`src/rtl/agc_power_seq.sv`:
```
// AGC power sequencer: brings up the switched +4 V supply, holds STRT2 for
// the restart interval, then runs. A filtered standby-relay request drops the
// supply into standby, and releasing it wakes the AGC through a full power-up.
module agc_power_seq #(
  parameter int STRT2_CYCLES = 409600,
  parameter int PWR_DLY      = 2048,
  parameter int CNT_W        = 19
) (
  input  logic       CLOCK,
  input  logic       rst_n,
  input  logic       sbyrel_n,
  input  logic       restart_req,
  output logic       p4vsw,
  output logic       strt2,
  output logic       sby_active,
  output logic [2:0] state
);

  typedef enum logic [2:0] {
    PWRUP = 3'd0,
    HOLD  = 3'd1,
    RUN   = 3'd2,
    DROP  = 3'd3,
    STBY  = 3'd4
  } state_t;

  // Counter load values: a state with load N-1 lasts exactly N cycles.
  localparam logic [CNT_W-1:0] PWR_LOAD   = CNT_W'(PWR_DLY - 1);
  localparam logic [CNT_W-1:0] STRT2_LOAD = CNT_W'(STRT2_CYCLES - 1);
  localparam logic [CNT_W-1:0] CNT_ONE    = CNT_W'(1);

  state_t           state_q, state_d;
  logic [CNT_W-1:0] cnt_q, cnt_d;
  logic             p4vsw_q, p4vsw_d;
  logic             strt2_q, strt2_d;
  logic             sby_q, sby_d;

  logic             sync1_q, sync2_q, hist_q;
  logic             sby_req, sby_clr;
  logic             cnt_zero;
  logic [CNT_W-1:0] cnt_dec;

  // Two-flop synchronizer for the relay input plus one history flop for the
  // two-cycle persistence filter; idle level (relay released) is 1.
  always_ff @(posedge CLOCK or negedge rst_n) begin
    if (!rst_n) begin
      sync1_q <= 1'b1;
      sync2_q <= 1'b1;
      hist_q  <= 1'b1;
    end else begin
      sync1_q <= sbyrel_n;
      sync2_q <= sync1_q;
      hist_q  <= sync2_q;
    end
  end

  // A level only counts once the synchronized input has held it two cycles.
  assign sby_req  = ~sync2_q & ~hist_q;
  assign sby_clr  =  sync2_q &  hist_q;

  // Saturating decrement keeps the counter from wrapping below zero.
  assign cnt_zero = (cnt_q == '0);
  assign cnt_dec  = cnt_zero ? cnt_q : (cnt_q - CNT_ONE);

  // Next-state, counter reload on every state entry, and output decode of
  // the next state so the registered outputs track the state register.
  always_comb begin
    state_d = state_q;
    cnt_d   = cnt_dec;
    case (state_q)
      PWRUP: begin
        if (cnt_zero) begin
          state_d = HOLD;
          cnt_d   = STRT2_LOAD;
        end
      end
      HOLD: begin
        // A restart request while holding extends STRT2 from this point.
        if (restart_req) begin
          cnt_d = STRT2_LOAD;
        end else if (cnt_zero) begin
          state_d = RUN;
          cnt_d   = '0;
        end
      end
      RUN: begin
        // Standby has priority over a simultaneous restart request.
        if (sby_req) begin
          state_d = DROP;
          cnt_d   = PWR_LOAD;
        end else if (restart_req) begin
          state_d = HOLD;
          cnt_d   = STRT2_LOAD;
        end
      end
      DROP: begin
        if (cnt_zero) begin
          state_d = STBY;
          cnt_d   = '0;
        end
      end
      STBY: begin
        if (sby_clr) begin
          state_d = PWRUP;
          cnt_d   = PWR_LOAD;
        end
      end
      default: begin
        // Unused encodings recover through a normal power-up.
        state_d = PWRUP;
        cnt_d   = PWR_LOAD;
      end
    endcase

    p4vsw_d = (state_d == HOLD)  || (state_d == RUN);
    strt2_d = (state_d == PWRUP) || (state_d == HOLD);
    sby_d   = (state_d == STBY);
  end

  // State, counter and output registers; reset forces the power-up values.
  always_ff @(posedge CLOCK or negedge rst_n) begin
    if (!rst_n) begin
      state_q <= PWRUP;
      cnt_q   <= PWR_LOAD;
      p4vsw_q <= 1'b0;
      strt2_q <= 1'b1;
      sby_q   <= 1'b0;
    end else begin
      state_q <= state_d;
      cnt_q   <= cnt_d;
      p4vsw_q <= p4vsw_d;
      strt2_q <= strt2_d;
      sby_q   <= sby_d;
    end
  end

  assign p4vsw      = p4vsw_q;
  assign strt2      = strt2_q;
  assign sby_active = sby_q;
  assign state      = state_q;

endmodule

```
`config.mk`:
```
export PLATFORM = sky130hd
export DESIGN_NAME = agc_power_seq
export DESIGN_NICKNAME = d
export VERILOG_FILES = /design/src/rtl/agc_power_seq.sv
export SDC_FILE = /design/constraint.sdc
export NUM_CORES = 1
export LEC_CHECK = 0
export ABC_AREA = 1
export CAP_MARGIN = 20
export CORE_MARGIN = 5
export CORE_UTILIZATION = 40
export CTS_CLUSTER_SIZE = 14
export DETAILED_ROUTE_END_ITERATION = 10
export HOLD_SLACK_MARGIN = 0.12
export SYNTH_ARGS = -nofsm -noshare
export SYNTH_HDL_FRONTEND = slang
export SYNTH_SLANG_ARGS = --single-unit
```
`constraint.sdc`:
```
create_clock -name CLOCK -period 2.25 [get_ports CLOCK]
set_clock_uncertainty 0.2 [all_clocks]
set_input_delay 0.3375 -clock CLOCK [delete_from_list [all_inputs] [get_ports CLOCK]]
set_output_delay 0.3375 -clock CLOCK [all_outputs]
set_load 0.005 [all_outputs]
```
==> results of run 1 <==
## report_power, final
group	total (W)	switching, W	internal [W]
Sequential	0.000514	0.00000335	0.000511
Clock	0.000405	0.000166	0.000238
Combinational	0.0000261	0.0000164	0.00000964
## through the flow
step	utilization, %	cell area [µm²]	TNS, ns	power (W)	setup slack, ns
final	46.5	2150	0	0.000945	0.156
after detailed placement	44.7	2070	0	0.000550	0.150
after global routing	46.5	2150	-0.0282	0.000990	-0.0282
after CTS	46.3	2140	0	0.000968	0.136
after floorplan	-	1880	0	0.000529	0.177
after global placement	44.7	2070	0	0.000549	0.141
## sequential cells by signal, summed over array words and instances, names as in the netlist
name        cells
strt2           1
hist_q          1
p4vsw           1
cnt_q          19
sync1_q         1
sync2_q         1
state           3
sby_active      1
## synth_stat cells, types with 6 or more instances
cell      n  area, µm²
nand2_1  68        255
nor2_1   39        146
inv_1    36        135
nand3_1  23        115
dfstp_2  15        394
dfrtp_1  13        325
o21ai_0  13       65.1
nor3_1    7       35.0
o21ai_1   7       35.0
nor2_2    6       37.5
## kinds of logic after synthesis
kind of cell / count (synthesis) / synth area share (%)
xor+xnor: 4 / 1.87
buf+inv: 40 / 8.47
fa+ha+maj: 4 / 2.67
flops: 28 / 38.3
compound gates: 31 / 10.1
simple gates: 158 / 38.5
## final timing paths
| kind | start | end | depth (start not counted) |
|---|---|---|---|
| setup / recovery | cnt_q[0] | cnt_q[6] | 12 |
| hold / removal | sync1_q | sync2_q | 0 |
| setup reg to reg | cnt_q[0] | cnt_q[6] | 12 |
| hold reg to reg | sync1_q | sync2_q | 0 |
| max in group asynchronous | rst_n | cnt_q[0] | 2 |
| min in group asynchronous | rst_n | cnt_q[11] | 2 |
## area by class of cell
type                    count  area (µm²)  share of cell area, %
well taps                  54        67.6                   3.14
flip-flops and latches     28         719                   33.4
clock inverters             1        30.0                   1.40
repair buffers             16         143                   6.63
inverters                  38         143                   6.63
multi-input cells         197        1010                   46.9
clock buffers               3        41.3                   1.92
## repair_timing
item | 4_1_cts | 5_1_grt
hold endpoints to repair | 0 | 0
resized for setup | 0 | 4
setup endpoints to repair | 0 | 6
## routing by layer
layer	track usage, %	vias to the layer above
met5	0	-
met4	4.20	0
met3	2.52	5
met2	25.6	24
met1	21.3	755
li1	-	879
==> impl_metrics.ini, run 1 <==
[detailed_routing]
route.met2.wl_um = 2010
via_per_inst = 4.93
drt.antenna.violating_nets = 0
routedWlPerCell_um = 12.7
drc = 0
firstDrtPassIters = 4
drt_first_iter_violations = 88
route.final.wire_length_um = 4270
via_count = 1663
met1_length_um = 2060
dr_wl_met3_um = 155
routed.top_layer = met4

[global_route]
grt_pass1_wl_um = 7650
grt_use_total_pct = 15.6
antenna_found_initial = 0
grt_pass1_vias = 1638
grt_start_max_net_pins = 29
grt-ovfl-total = 0

[synth]
synth_area_per_cell_um2 = 7.08
synth_edf_count = 0
ys_ff_latch = 28
synthCells = 265
synth_nets = 273
synthArstFlopShare_pct = 100
yosys_warnings = 0
synth_ff_type = dfstp_2
ys_seq_area_share_pct = 38.3
synth_area_mm2 = 0.00188
synth_cell_types = 31

[layout]
layout_commonest_cell = nand2_1
drive_gt1_share_pct = 16.3
areaGrowthSynthToFinish_pct = 14.7
num-fill-cells = 480
nets = 292
n_antenna_cell = 0
final_cell_mix = nand2_1, nor2_1, inv_1
stdcell_count = 337

[worst_hold_path]
hp-class = flop to flop

[worst_setup_path]
crit_top_cell = inv_1
path_buf_inv = 4
critical_path.top_delay_family = simple AND/OR/NAND/NOR gates
worstPathCellList = inv_1, ha_1, inv_1, nor2_1, nand2_2, nor2_4, nand3_4, buf_4, o21ai_1, inv_1, nand3b_1, nand2_1
cp_max_fo = 12
cp.arrival_ns = 2.10
crit_required_ns = 2.26
regToRegSetupSlack_ns = 0.16
startpoint_type = flop
setup.worst_path.class = flop to flop
cp-end-kind = flop
slowest_stage = dfstp_2
slowest_delay_ns = 0.38

[timing]
hold_viol = 0
tightest_slew_ns = 0.362
fmax_mhz = 478
finalCriticalPeriod_ns = 2.09
fin_hold_ws_ns = 0.163
finalCritPeriodShare_pct = 93.1
setup_viol = 0
rsz0062_at_grt = true
maxSlewHeadroom_pct = 75.6
drv_slew = 0

[power_and_ir_drop]
leakagePower_nw = 1.01
max-vdd-ir-drop_v = 0.000247
cellPowerDensity_mw_per_mm2 = 439

[placement]
place_hpwl_um = 3410
gp_congestion = 0.869
port_buffers = 9
placed_cells = 333

[clocking]
clk_path_buf_depth = 2
cts-root-buf = clkbuf_8
cts_tree = done
clkSlewWorstSetupHoldPaths_ns = 0.09
cts_setup_buffers = 0
clk_latency_ns = 0.28
cts_sinks = 28
numCtsBuffers = 3
hold_buffers = 0
htree_levels = 1

[job]
max-cap-violations = 0

[floorplan]
dieArea_mm2 = 0.00616
die_h_um = 78.5
initial_core_util_pct = 40.5
die_w_um = 78.5
coreArea_mm2 = 0.00463
rows = 25
io_pins = 10

[status]
outcome = finished, final reports clean
Power figures use the tool's default switching activity.
==> run 2: changes to the inputs <==
--- a/config.mk
+++ b/config.mk
@@ -6,6 +6,7 @@
 export NUM_CORES = 1
 export LEC_CHECK = 0
 export ABC_AREA = 1
+export ABC_CLOCK_PERIOD_IN_PS = 2700
 export CAP_MARGIN = 20
 export CORE_MARGIN = 5
 export CORE_UTILIZATION = 40
==> constraint.sdc (replaced) <==
create_clock -name CLOCK -period 2.7 [get_ports CLOCK]
set_clock_uncertainty 0.2 [all_clocks]
set_input_delay 0.405 -clock CLOCK [delete_from_list [all_inputs] [get_ports CLOCK]]
set_output_delay 0.405 -clock CLOCK [all_outputs]
set_load 0.005 [all_outputs]
==> run 2 against run 1 <==
Compared with the run above:
- die area unchanged
- first-iteration DRC count grew 5.7%
- cell count fell by 1.8%
- critical path type unchanged
==> impl_metrics.ini, run 2 (synthesized netlist as in run 1, its figures left out) <==
[timing]
setup_viol = 0
rsz0062_at_grt = false
finalWorstSetupSlack_ns = 0.325
maxSlewHeadroom_pct = 72.4
fin_hold_ws_ns = 0.162
fin_setup_tns_ns = 0
drv_slew = 0
finalCritPeriodShare_pct = 87.9
finalCriticalPeriod_ns = 2.37
hold_viol = 0
tightest_slew_ns = 0.409
fmax_mhz = 421

[worst_hold_path]
hp-class = flop to flop
holdPathStages = 0

[global_route]
antenna_found_initial = 0
grt_pass1_wl_um = 7850
grt-ovfl-total = 0
met3_usage_pct = 2.98
grt_pass1_vias = 1755
grt.met1_usage_pct = 20.8
grt-busiest-layer = met2
grt_use_total_pct = 15.8
grt_start_max_net_pins = 29
grtUsageMet2_pct = 26.2

[clocking]
cts_sinks = 28
clkSlewWorstSetupHoldPaths_ns = 0.09
cts_tree = done
hold_buffers = 0
clk_latency_ns = 0.29
cts-root-buf = clkbuf_8
numCtsBuffers = 3
cts_setup_buffers = 0
clk_path_buf_depth = 2
htree_levels = 1
cts_resized = 0

[detailed_routing]
via_per_inst = 5.00
drt_first_iter_violations = 93
route.final.wire_length_um = 4360
firstDrtPassIters = 4
drt.antenna.violating_nets = 0
routedWlPerCell_um = 13.2
drc = 0
via_count = 1655

[floorplan]
die_w_um = 78.5
coreArea_mm2 = 0.00463
io_pins = 10
die_h_um = 78.5
dieArea_mm2 = 0.00616
rows = 25
initial_core_util_pct = 40.5

[layout]
n_antenna_cell = 0
areaGrowthSynthToFinish_pct = 11.7
nets = 286
largest_reg_flops = 19
top_register = cnt_q
drive_gt1_share_pct = 13.7
layout_commonest_cell = nand2_1
final_util_pct = 45.3
final_cell_mix = nand2_1, nor2_1, inv_1

[job]
max-cap-violations = 0

[placement]
port_buffers = 9
detailedPlace.worstSlack_ns = 0.335
place_hpwl_um = 3370
gp_congestion = 0.844

[power_and_ir_drop]
max-vdd-ir-drop_v = 0.000165
clock_power_share_pct = 43.2
p_seq_share_pct = 54.2
intPower_w = 0.000632
p_switching_w = 0.000159
leakagePower_nw = 0.982
swShare_pct = 20.1
total_power_w = 0.000791
cellPowerDensity_mw_per_mm2 = 377
power_frac_comb_pct = 2.6

[worst_setup_path]
rr_worst_depth = 11
setup.worst_path.class = flop to flop
worstPathCellList = inv_1, ha_1, inv_1, nor2_1, nand2_2, nor2_4, nand3_4, ha_1, o21ai_0, o2111a_1, nand3_1
critical_path.top_delay_family = simple AND/OR/NAND/NOR gates
cp.arrival_ns = 2.37
path_buf_inv = 2
slowest_delay_ns = 0.38
startpoint_type = flop
cp.depth = 11
cp_max_fo = 24
slowest_stage = dfstp_2
cp-end-kind = flop
crit_required_ns = 2.70

[status]
outcome = finished, final reports clean
## run 2: path summary, 6_finish.rpt
check                      slack, ns         to     start
max                             0.33   cnt_q[0]  cnt_q[0]
min                             0.16    sync2_q   sync1_q
max reg2reg                     0.33   cnt_q[0]  cnt_q[0]
min reg2reg                     0.16    sync2_q   sync1_q
max in group asynchronous       1.68   cnt_q[0]     rst_n
min in group asynchronous       0.29  cnt_q[11]     rst_n
## run 2: power groups by stage
| stage | clock network, W | registers, W | logic [W] |
|---|---|---|---|
| 6_report | 0.000341 | 0.000429 | 0.0000207 |
| 3_5_place_dp | 0 | 0.000436 | 0.0000213 |
| 2_1_floorplan | 0 | 0.000435 | 0.00000529 |
| 4_1_cts | 0.000344 | 0.000429 | 0.0000213 |
| 5_1_grt | 0.000367 | 0.000430 | 0.0000242 |
| 3_3_place_gp | 0 | 0.000436 | 0.0000212 |
## run 2: metal layers
metal	wire length, µm	part of all wire [%]
met1	2160	50
met2	1960	45
met3	165	3.8
met4	77	1.8
met5	0	0
## run 2: per-stage QoR
step                cell area, µm²  instances
floorplan                     1880        265
global placement              2030        327
detailed placement            2030        327
CTS                           2100        331
global route                  2100        331
finish                        2100        331
## run 2: cell type report
type / count / area (µm²)
flip-flops and latches: 28 / 719
fillers: 481 / 2530
repair buffers: 10 / 97.6
clock buffers: 3 / 41.3
multi-input cells: 197 / 998
inverters: 38 / 143
clock inverters: 1 / 30.0
well taps: 54 / 67.6
==> run 3: changes to the inputs <==
--- a/config.mk
+++ b/config.mk
@@ -7,12 +7,13 @@
 export LEC_CHECK = 0
 export ABC_AREA = 1
 export ABC_CLOCK_PERIOD_IN_PS = 2700
-export CAP_MARGIN = 20
+export CAP_MARGIN = 15
 export CORE_MARGIN = 5
 export CORE_UTILIZATION = 40
 export CTS_CLUSTER_SIZE = 14
 export DETAILED_ROUTE_END_ITERATION = 10
 export HOLD_SLACK_MARGIN = 0.12
+export MAX_ROUTING_LAYER = met4
 export SYNTH_ARGS = -nofsm -noshare
 export SYNTH_HDL_FRONTEND = slang
 export SYNTH_SLANG_ARGS = --single-unit
==> run 3 against run 2 <==
Compared with the run above:
- maximum frequency about the same
- via count increased by 0.36%
- sequential power about the same
- sequential cell count is the same
- first-iteration DRC count increased by 11%
- power down 0.32%
- register-to-register slack barely moved
- die area did not move
- non-clock buffer count is the same
- design area unchanged
- cell count is the same
- critical endpoint unchanged
- largest power group unchanged
- highest routed layer unchanged
==> impl_metrics.ini, run 3 (synthesized netlist as in run 1, its figures left out) <==
[detailed_routing]
via_count = 1661
drc = 0
via_per_inst = 5.02
routedWlPerCell_um = 13.1
drt.antenna.violating_nets = 0
route.final.wire_length_um = 4350
firstDrtPassIters = 4
drt_first_iter_violations = 103

[power_and_ir_drop]
power_frac_comb_pct = 2.6
intPower_w = 0.000632
p_seq_share_pct = 54.4
cellPowerDensity_mw_per_mm2 = 376
leakagePower_nw = 0.982
max-vdd-ir-drop_v = 0.000164
clock_power_share_pct = 43.0
p_switching_w = 0.000157
swShare_pct = 19.9

[worst_setup_path]
crit_required_ns = 2.69
cp.arrival_ns = 2.37
startpoint_type = flop
cp-end-kind = flop
setup.worst_path.class = flop to flop
cp_max_fo = 24

[worst_hold_path]
hp-class = flop to flop

[timing]
tightest_slew_ns = 0.410
fmax_mhz = 421
finalCriticalPeriod_ns = 2.38
fin_hold_ws_ns = 0.162
maxSlewHeadroom_pct = 72.4
rsz0062_at_grt = false
drv_slew = 0
finalCritPeriodShare_pct = 88.0
fin_setup_tns_ns = 0
setup_viol = 0
hold_viol = 0

[layout]
stdcell_count = 331
top_register = cnt_q
largest_reg_flops = 19
layout_commonest_cell = nand2_1
n_antenna_cell = 0
areaGrowthSynthToFinish_pct = 11.7
final_cell_mix = nand2_1, nor2_1, inv_1
nets = 286
drive_gt1_share_pct = 13.7

[clocking]
cts-root-buf = clkbuf_8
cts_resized = 0
cts_tree = done
clkSlewWorstSetupHoldPaths_ns = 0.09
numCtsBuffers = 3
htree_levels = 1
cts_sinks = 28
clk_path_buf_depth = 2
cts_setup_buffers = 0
clk_latency_ns = 0.28
hold_buffers = 0

[global_route]
grt_pass1_wl_um = 7810
grt_start_max_net_pins = 29
grt_use_total_pct = 16.2
grt_pass1_vias = 1759
grt-ovfl-total = 0
antenna_found_initial = 0

[placement]
place_hpwl_um = 3370
gp_congestion = 0.857
port_buffers = 9
placed_cells = 327

[status]
outcome = finished, final reports clean

[floorplan]
die_h_um = 78.5
initial_core_util_pct = 40.5
rows = 25
coreArea_mm2 = 0.00463
io_pins = 10
die_w_um = 78.5
dieArea_mm2 = 0.00616

[job]
max-cap-violations = 0
## run 3: path summary, 6_finish.rpt
check / start / endpoint / slack, ns / depth (start not counted)
setup / recovery: cnt_q[0] / cnt_q[0] / 0.32 / 11
hold reg to reg: sync1_q / sync2_q / 0.16 / 0
hold / removal: sync1_q / sync2_q / 0.16 / 0
min in group asynchronous: rst_n / cnt_q[11] / 0.29 / 2
setup reg to reg: cnt_q[0] / cnt_q[0] / 0.32 / 11
max in group asynchronous: rst_n / cnt_q[0] / 1.68 / 2
## run 3: power groups by stage
stage / sequential, W / clock [W] / combinational, W
3_3_place_gp: 0.000436 / 0 / 0.0000212
2_1_floorplan: 0.000435 / 0 / 0.00000529
5_1_grt: 0.000430 / 0.000367 / 0.0000241
3_5_place_dp: 0.000436 / 0 / 0.0000213
6_report: 0.000429 / 0.000339 / 0.0000206
4_1_cts: 0.000429 / 0.000344 / 0.0000213
## run 3: stage by stage
step	worst slack, ns	total power, W	instance area, µm²	utilization (%)
final	0.325	0.000788	2100	45.3
after detailed placement	0.335	0.000457	2030	43.8
after global placement	0.332	0.000457	2030	43.8
after global routing	0.134	0.000821	2100	45.3
after CTS	0.321	0.000794	2100	45.3
after floorplan	0.627	0.000441	1880	-
## run 3: layer usage
metal | track usage, % | up-vias | wire (µm)
met5 | - | - | 0
met4 | 5.07 | 0 | 77
met3 | 2.75 | 8 | 158
met2 | 26.2 | 32 | 1970
met1 | 20.8 | 750 | 2150
li1 | - | 871 | -
## run 3: critical path, cell delays in order (launching register included)
cell	delay (ns)
dfstp_2	0.38
inv_1	0.12
ha_1	0.19
inv_1	0.04
nor2_1	0.14
nand2_2	0.08
nor2_4	0.10
nand3_4	0.25
ha_1	0.32
o21ai_0	0.18
o2111a_1	0.21
nand3_1	0.07
## run 3: final cells by class
class	count	area [µm²]
clock buffer	3	41.3
clock inverter	1	30.0
fill	481	2530
inverter	38	143
multi-input combinational	197	998
sequential	28	719
tap	54	67.6
timing repair buffer	10	97.6
